$ cat src/rtl/div_unit_pkg.sv
// Shared constants for the EX-stage divider: FSM states, iteration count, ALU control codes.
package div_unit_pkg;

    localparam int unsigned DivIter = 32;

    typedef enum logic [1:0] {
        StIdle = 2'd0,
        StRun  = 2'd1,
        StZero = 2'd2,
        StDone = 2'd3
    } div_state_e;

    // Decoded ALU control codes that upstream uses to form start/signed_div.
    localparam logic [7:0] AluOpDiv  = 8'b0001_1010;
    localparam logic [7:0] AluOpDivu = 8'b0001_1011;

    function automatic logic is_div_op(input logic [7:0] aluop);
        return (aluop == AluOpDiv) || (aluop == AluOpDivu);
    endfunction

endpackage

$ cat src/rtl/div_unit_if.sv
// Request/response bundle between the EX-stage decode (master) and the divider (slave).
interface div_unit_if #(
    parameter int unsigned DATA_W = 32
);
    logic                  start;
    logic                  signed_div;
    logic [DATA_W-1:0]     opdata1;
    logic [DATA_W-1:0]     opdata2;
    logic                  annul;
    logic [2*DATA_W-1:0]   result;
    logic                  ready;
    logic                  stall;

    modport master (
        output start, signed_div, opdata1, opdata2, annul,
        input  result, ready, stall
    );

    modport slave (
        input  start, signed_div, opdata1, opdata2, annul,
        output result, ready, stall
    );
endinterface

$ cat src/rtl/div_unit_step.sv
// One restoring-division step: trial subtract of the divisor from {rem, dividend msb}.
module div_unit_step #(
    parameter int unsigned DATA_W = 32
) (
    input  logic [DATA_W-1:0] i_rem,
    input  logic [DATA_W-1:0] i_dvd,
    input  logic [DATA_W-1:0] i_divisor,
    output logic [DATA_W-1:0] o_rem,
    output logic [DATA_W-1:0] o_dvd
);
    logic [DATA_W:0] w_trial;

    assign w_trial = {i_rem, i_dvd[DATA_W-1]} - {1'b0, i_divisor};

    // Dividend shifts out at the top while quotient bits shift in at the bottom.
    always_comb begin
        o_rem = {i_rem[DATA_W-2:0], i_dvd[DATA_W-1]};
        o_dvd = {i_dvd[DATA_W-2:0], 1'b0};
        if (!w_trial[DATA_W]) begin
            o_rem = w_trial[DATA_W-1:0];
            o_dvd = {i_dvd[DATA_W-2:0], 1'b1};
        end
    end
endmodule

$ cat src/rtl/div_unit.sv
// Multi-cycle radix-2 restoring divider producing {remainder, quotient} for HI/LO.
// Optional DIV_ZERO_FAST_EN: divisor of zero short-cuts through StZero with a zero result.
module div_unit
    import div_unit_pkg::*;
#(
    parameter int unsigned DATA_W = DivIter
) (
    input logic       clk,
    input logic       rst,
    div_unit_if.slave div_if
);
    localparam int unsigned CntW = $clog2(DATA_W);

    div_state_e            r_state;
    logic [CntW-1:0]       r_cnt;
    logic [DATA_W-1:0]     r_rem;
    logic [DATA_W-1:0]     r_dvd;
    logic [DATA_W-1:0]     r_divisor;
    logic                  r_quot_neg;
    logic                  r_rem_neg;
    logic [2*DATA_W-1:0]   r_result;
    logic                  r_ready;

    logic                  w_start_ok;
    logic [DATA_W-1:0]     w_abs_a;
    logic [DATA_W-1:0]     w_abs_b;
    logic [DATA_W-1:0]     w_step_rem;
    logic [DATA_W-1:0]     w_step_dvd;
    logic [DATA_W-1:0]     w_quot_fix;
    logic [DATA_W-1:0]     w_rem_fix;

    assign w_start_ok = div_if.start & ~div_if.annul;
    assign w_abs_a = (div_if.signed_div & div_if.opdata1[DATA_W-1]) ? -div_if.opdata1
                                                                      : div_if.opdata1;
    assign w_abs_b = (div_if.signed_div & div_if.opdata2[DATA_W-1]) ? -div_if.opdata2
                                                                      : div_if.opdata2;

    div_unit_step #(
        .DATA_W (DATA_W)
    ) u_step (
        .i_rem     (r_rem),
        .i_dvd     (r_dvd),
        .i_divisor (r_divisor),
        .o_rem     (w_step_rem),
        .o_dvd     (w_step_dvd)
    );

    // Sign correction applies to the final step's output so it lands with the DONE transition.
    assign w_quot_fix = r_quot_neg ? -w_step_dvd : w_step_dvd;
    assign w_rem_fix  = r_rem_neg  ? -w_step_rem : w_step_rem;

    always_ff @(posedge clk or posedge rst) begin
        if (rst) begin
            r_state    <= StIdle;
            r_cnt      <= '0;
            r_rem      <= '0;
            r_dvd      <= '0;
            r_divisor  <= '0;
            r_quot_neg <= 1'b0;
            r_rem_neg  <= 1'b0;
            r_result   <= '0;
            r_ready    <= 1'b0;
        end else begin
            r_ready <= 1'b0;
            if (div_if.annul) begin
                r_state <= StIdle;
            end else begin
                case (r_state)
                    StIdle: begin
                        if (div_if.start) begin
                            r_dvd      <= w_abs_a;
                            r_divisor  <= w_abs_b;
                            r_quot_neg <= div_if.signed_div &
                                          (div_if.opdata1[DATA_W-1] ^ div_if.opdata2[DATA_W-1]);
                            r_rem_neg  <= div_if.signed_div & div_if.opdata1[DATA_W-1];
                            r_cnt      <= '0;
                            r_rem      <= '0;
`ifdef DIV_ZERO_FAST_EN
                            r_state    <= (div_if.opdata2 == '0) ? StZero : StRun;
`else
                            r_state    <= StRun;
`endif
                        end
                    end
                    StRun: begin
                        r_rem <= w_step_rem;
                        r_dvd <= w_step_dvd;
                        r_cnt <= r_cnt + 1'b1;
                        if (r_cnt == CntW'(DATA_W - 1)) begin
                            r_result <= {w_rem_fix, w_quot_fix};
                            r_ready  <= 1'b1;
                            r_state  <= StDone;
                        end
                    end
`ifdef DIV_ZERO_FAST_EN
                    StZero: begin
                        r_result <= '0;
                        r_ready  <= 1'b1;
                        r_state  <= StDone;
                    end
`endif
                    StDone:  r_state <= StIdle;
                    default: r_state <= StIdle;
                endcase
            end
        end
    end

    assign div_if.stall  = ((r_state == StIdle) & w_start_ok) | (r_state == StRun) |
                           (r_state == StZero);
    assign div_if.result = r_result;
    assign div_if.ready  = r_ready;
endmodule
$ cat src/flat_wrapper.sv
// flat-port wrapper written by rule: the top's interface ports become plain ports
module div_unit_flat import div_unit_pkg::*;
#(
    parameter int unsigned DATA_W = DivIter
)
  (clk, rst, div_if_start, div_if_signed_div, div_if_opdata1, div_if_opdata2, div_if_annul, div_if_result, div_if_ready, div_if_stall);
  div_unit_if #(.DATA_W(DATA_W)) div_if_i ();
  input logic clk;
  input logic rst;
  input wire logic [$bits(div_if_i.start)-1:0] div_if_start;
  input wire logic [$bits(div_if_i.signed_div)-1:0] div_if_signed_div;
  input wire logic [$bits(div_if_i.opdata1)-1:0] div_if_opdata1;
  input wire logic [$bits(div_if_i.opdata2)-1:0] div_if_opdata2;
  input wire logic [$bits(div_if_i.annul)-1:0] div_if_annul;
  output wire logic [$bits(div_if_i.result)-1:0] div_if_result;
  output wire logic [$bits(div_if_i.ready)-1:0] div_if_ready;
  output wire logic [$bits(div_if_i.stall)-1:0] div_if_stall;
  assign div_if_i.start = div_if_start;
  assign div_if_i.signed_div = div_if_signed_div;
  assign div_if_i.opdata1 = div_if_opdata1;
  assign div_if_i.opdata2 = div_if_opdata2;
  assign div_if_i.annul = div_if_annul;
  assign div_if_result = div_if_i.result;
  assign div_if_ready = div_if_i.ready;
  assign div_if_stall = div_if_i.stall;
  div_unit #(.DATA_W(DATA_W)) u_core (.clk(clk), .rst(rst), .div_if(div_if_i));
endmodule
$ cat config.mk
export PLATFORM = sky130hd
export DESIGN_NAME = div_unit_flat
export DESIGN_NICKNAME = d
export VERILOG_FILES = /design/src/rtl/div_unit_pkg.sv /design/src/rtl/div_unit_if.sv /design/src/rtl/div_unit_step.sv /design/src/rtl/div_unit.sv /design/src/flat_wrapper.sv
export SDC_FILE = /design/constraint.sdc
export NUM_CORES = 1
export LEC_CHECK = 0
export ABC_AREA = 1
export CORE_ASPECT_RATIO = 0.5
export CORE_MARGIN = 3
export CORE_UTILIZATION = 34
export DETAILED_ROUTE_END_ITERATION = 12
export PLACE_DENSITY_LB_ADDON = 0.15
export SETUP_SLACK_MARGIN = 0.3
export SLEW_MARGIN = 20
export SYNTH_ARGS = -nofsm -noshare
export SYNTH_HDL_FRONTEND = slang
export SYNTH_SLANG_ARGS = --single-unit
$ cat constraint.sdc
create_clock -name clk -period 4.7 [get_ports clk]
set_input_delay 0.47 -clock clk [delete_from_list [all_inputs] [get_ports clk]]
set_output_delay 0.47 -clock clk [all_outputs]
set_load 0.005 [all_outputs]
==> impl_metrics.env <==
export IMPL_outcome="completed"
export IMPL_area_growth_pct=18.9
export IMPL_grt_pass1_wl_mm=65.3
export IMPL_ios=135
export IMPL_synthArstFlopShare_pct=100
export IMPL_routabilityCongestion=0.901
export IMPL_synthCells=2040
export IMPL_ir_drop_mv=0.280
export IMPL_hpwl_mm=32.0
export IMPL_avgSynthCellArea_um2=6.40
export IMPL_dp_cells=2647
export IMPL_grt_max_degree=105
export IMPL_hold_viol_final=0
export IMPL_netlist_area_leader_share_pct=32.6
export IMPL_tritoncts="done"
export IMPL_grt_total_usage_pct=20.3
export IMPL_initial_utilization_pct=34.7
export IMPL_gr_usage_met2_pct=32.0
export IMPL_clock_root_buffer="clkbuf_16"
export IMPL_critPathRequiredTime_ns=5.00
export IMPL_viasPerCell=4.78
export IMPL_yosys_warnings=0
export IMPL_drcViolationCount=0
export IMPL_antenna_left=0
export IMPL_globalRouteMet1Util_pct=29.2
export IMPL_grt_busiest_layer="met2"
export IMPL_crit_path_end_kind="flop"
export IMPL_yosysSeqAreaShare_pct=32.6
export IMPL_drive_gt1_share_pct=5.05
export IMPL_r2r_slack_ns=0.62
export IMPL_wl_mm=41.4
export IMPL_syn_nets=2148
export IMPL_reg2reg_depth=24
export IMPL_final_cells=2679
export IMPL_first_pass_iters=6
export IMPL_finalSetupViolations=0
export IMPL_fin_nets=2254
export IMPL_synth_main_ff_cell="dfrtp_1"
export IMPL_power_total_mw=9.26
export IMPL_core_area_um2=37600
export IMPL_cts_buffers=17
export IMPL_startpoint="u_core.r_divisor[0]"
export IMPL_reg2reg_to="u_core.div_if.result[28]"
export IMPL_min_period_ns=4.08
export IMPL_netlist_area_um2=13000
export IMPL_use_met3_pct=2.93
export IMPL_fp_row_count=50
export IMPL_fillers=4001
export IMPL_grt_overflow_total=0
export IMPL_synth_top_cell_by_area="dfrtp_1"
export IMPL_cts_sinks=170
export IMPL_holdPathStages=2
export IMPL_ys_ff_latch=170
export IMPL_antenna_found_initial=0
export IMPL_wl_per_cell_um=15.5
export IMPL_finalCritPeriodShare_pct=86.8
export IMPL_path_class="reg -> reg"
export IMPL_drt_initial_drc_count=974
export IMPL_dieWidth_um=283
export IMPL_synth_cell_types=47
export IMPL_clk_pin_slew_worst_paths_ns=0.07
export IMPL_die_y_um=145
export IMPL_ctsHtreeMaxLevel=4
export IMPL_rsz0062_at_grt="no"
export IMPL_grt_pass1_vias=11800
export IMPL_fin_skew_ns=0.00994
export IMPL_arrival_ns=4.38
export IMPL_die_area_um2=40900
export IMPL_clk_latency_ns=0.46
export IMPL_p_per_area_nw_per_um2=597
export IMPL_rr_startpoint="u_core.r_divisor[0]"
export IMPL_max_clock_path_buffers=2
export IMPL_num_antenna_cells=0
export IMPL_tightest_slew_ns=0.991
export IMPL_synthTopCellsByArea="dfrtp_1, nand2_1, inv_1"
export IMPL_fmax_mhz=245
export IMPL_p_leak_nw=8.02
export IMPL_slew_headroom_pct=33.9
export IMPL_crit_path_end="u_core.div_if.result[28]"
export IMPL_min_path_type="reg -> reg"
export IMPL_io_buffers=134
export IMPL_synth_edff_count=0
export IMPL_start_kind="flop"
export IMPL_drv_slew=0
export IMPL_critPathMaxFanout=15
export IMPL_vias=12800
export IMPL_maxCapViolCount=0
export IMPL_synth_common_cells="nand2_1, inv_1, nor2_1"
export IMPL_tns_ns=0
export IMPL_yosysMostFrequentCell="nand2_1"
[worst max-delay path, stage by stage, from the launching register on]
cell	delay, ns
dfrtp_1	0.39
ha_1	0.23
fa_1	0.40
inv_1	0.11
nand2_1	0.06
nand2_1	0.07
nand3_1	0.08
nand2_2	0.13
nand2_2	0.08
nand2_2	0.09
nand2_4	0.08
nand2_4	0.10
nand2_4	0.11
nand2_2	0.13
ha_1	0.18
nand3_1	0.10
nor3_1	0.23
nand3_1	0.12
nand3b_1	0.24
nor2_2	0.16
nand4_1	0.21
o31ai_4	0.29
nand2_1	0.10
xor2_1	0.13
o21ai_0	0.08
[what timing repair did]
item                       in CTS  in global routing
setup endpoints to repair       0                  4
hold buffers                    0                  0
buffers inserted                0                  0
resized for setup               0                  5
[state kept, by name, summed over array words and instances (netlist names)]
name and flops:
u_core.div_if.ready 1, u_core.r_cnt 5, u_core.r_quot_neg 1, u_core.r_state 2, u_core.r_dvd 32, u_core.r_rem_neg 1, u_core.r_divisor 32, u_core.r_rem 32
u_core.div_if.result 64
[routing by layer]
layer | wire length [um] | share of wire (%)
met4 | 721 | 1.7
met5 | 0 | 0
met2 | 18100 | 44
met1 | 21000 | 51
met3 | 1560 | 3.8
[how the worst min path moves through the flow]
stage / slack, ns / end / startpoint
after CTS: 0.49 / u_core.div_if.result[42] / u_core.div_if.result[42]
final: 0.48 / u_core.div_if.result[42] / u_core.div_if.result[42]
after global routing: 0.50 / u_core.r_divisor[14] / u_core.r_divisor[14]
after global placement: 0.46 / u_core.div_if.result[63] / u_core.div_if.result[63]
after floorplan: 0.45 / u_core.r_divisor[10] / u_core.r_divisor[10]
after detailed placement: 0.47 / u_core.div_if.result[42] / u_core.div_if.result[42]
[report_power, final]
part	internal (mW)	switching [mW]
Sequential	1.70	0.252
Clock	0.826	0.665
Combinational	1.83	3.99
[kinds of logic after synthesis]
family,Yosys count,share of synthesized area [%]
and+or+nand+nor,1125,36.0
buffers and inverters,344,10.4
AOI/OAI and AO/OA,290,12.4
DFF,170,32.6
xor gates and xnor gates,72,4.83
adders and majority gates,39,3.80
[stage by stage]
stage	setup slack [ns]	util (%)	hold WS, ns	instance area, um2
finish	0.621	41.3	0.481	15500
global route	0.304	41.3	0.496	15500
CTS	0.511	41.2	0.485	15500
detailed placement	0.538	39.6	0.466	14900
global placement	0.667	39.6	0.464	14900
floorplan	0.922	-	0.453	13100
[layout by cell type, fill, tap and decap left out, types with 22 or more instances in the layout]
master           netlist  routed
xor2_1                59      59
nor2_1               171     169
nand2_1              714     712
clkdlybuf4s50_1        0     134
o22ai_1               28      28
a21oi_1               67      67
dfrtp_1              170     170
ha_1                  38      38
nor3_1                22      22
nand3_1              137     137
inv_1                268     266
o21ai_0              142     141
[area by class of cell]
type                            count  area (um2)  share of cell area [%]
Timing Repair Buffer              150        1470                    9.50
Multi-Input combinational cell   1526        7480                    48.2
Clock inverter                     13         153                   0.984
Tap cell                          520         651                    4.19
Clock buffer                       19         453                    2.92
Inverter                          281        1060                    6.82
Sequential cell                   170        4250                    27.4
No activity file was read; power rests on OpenSTA's default activity.
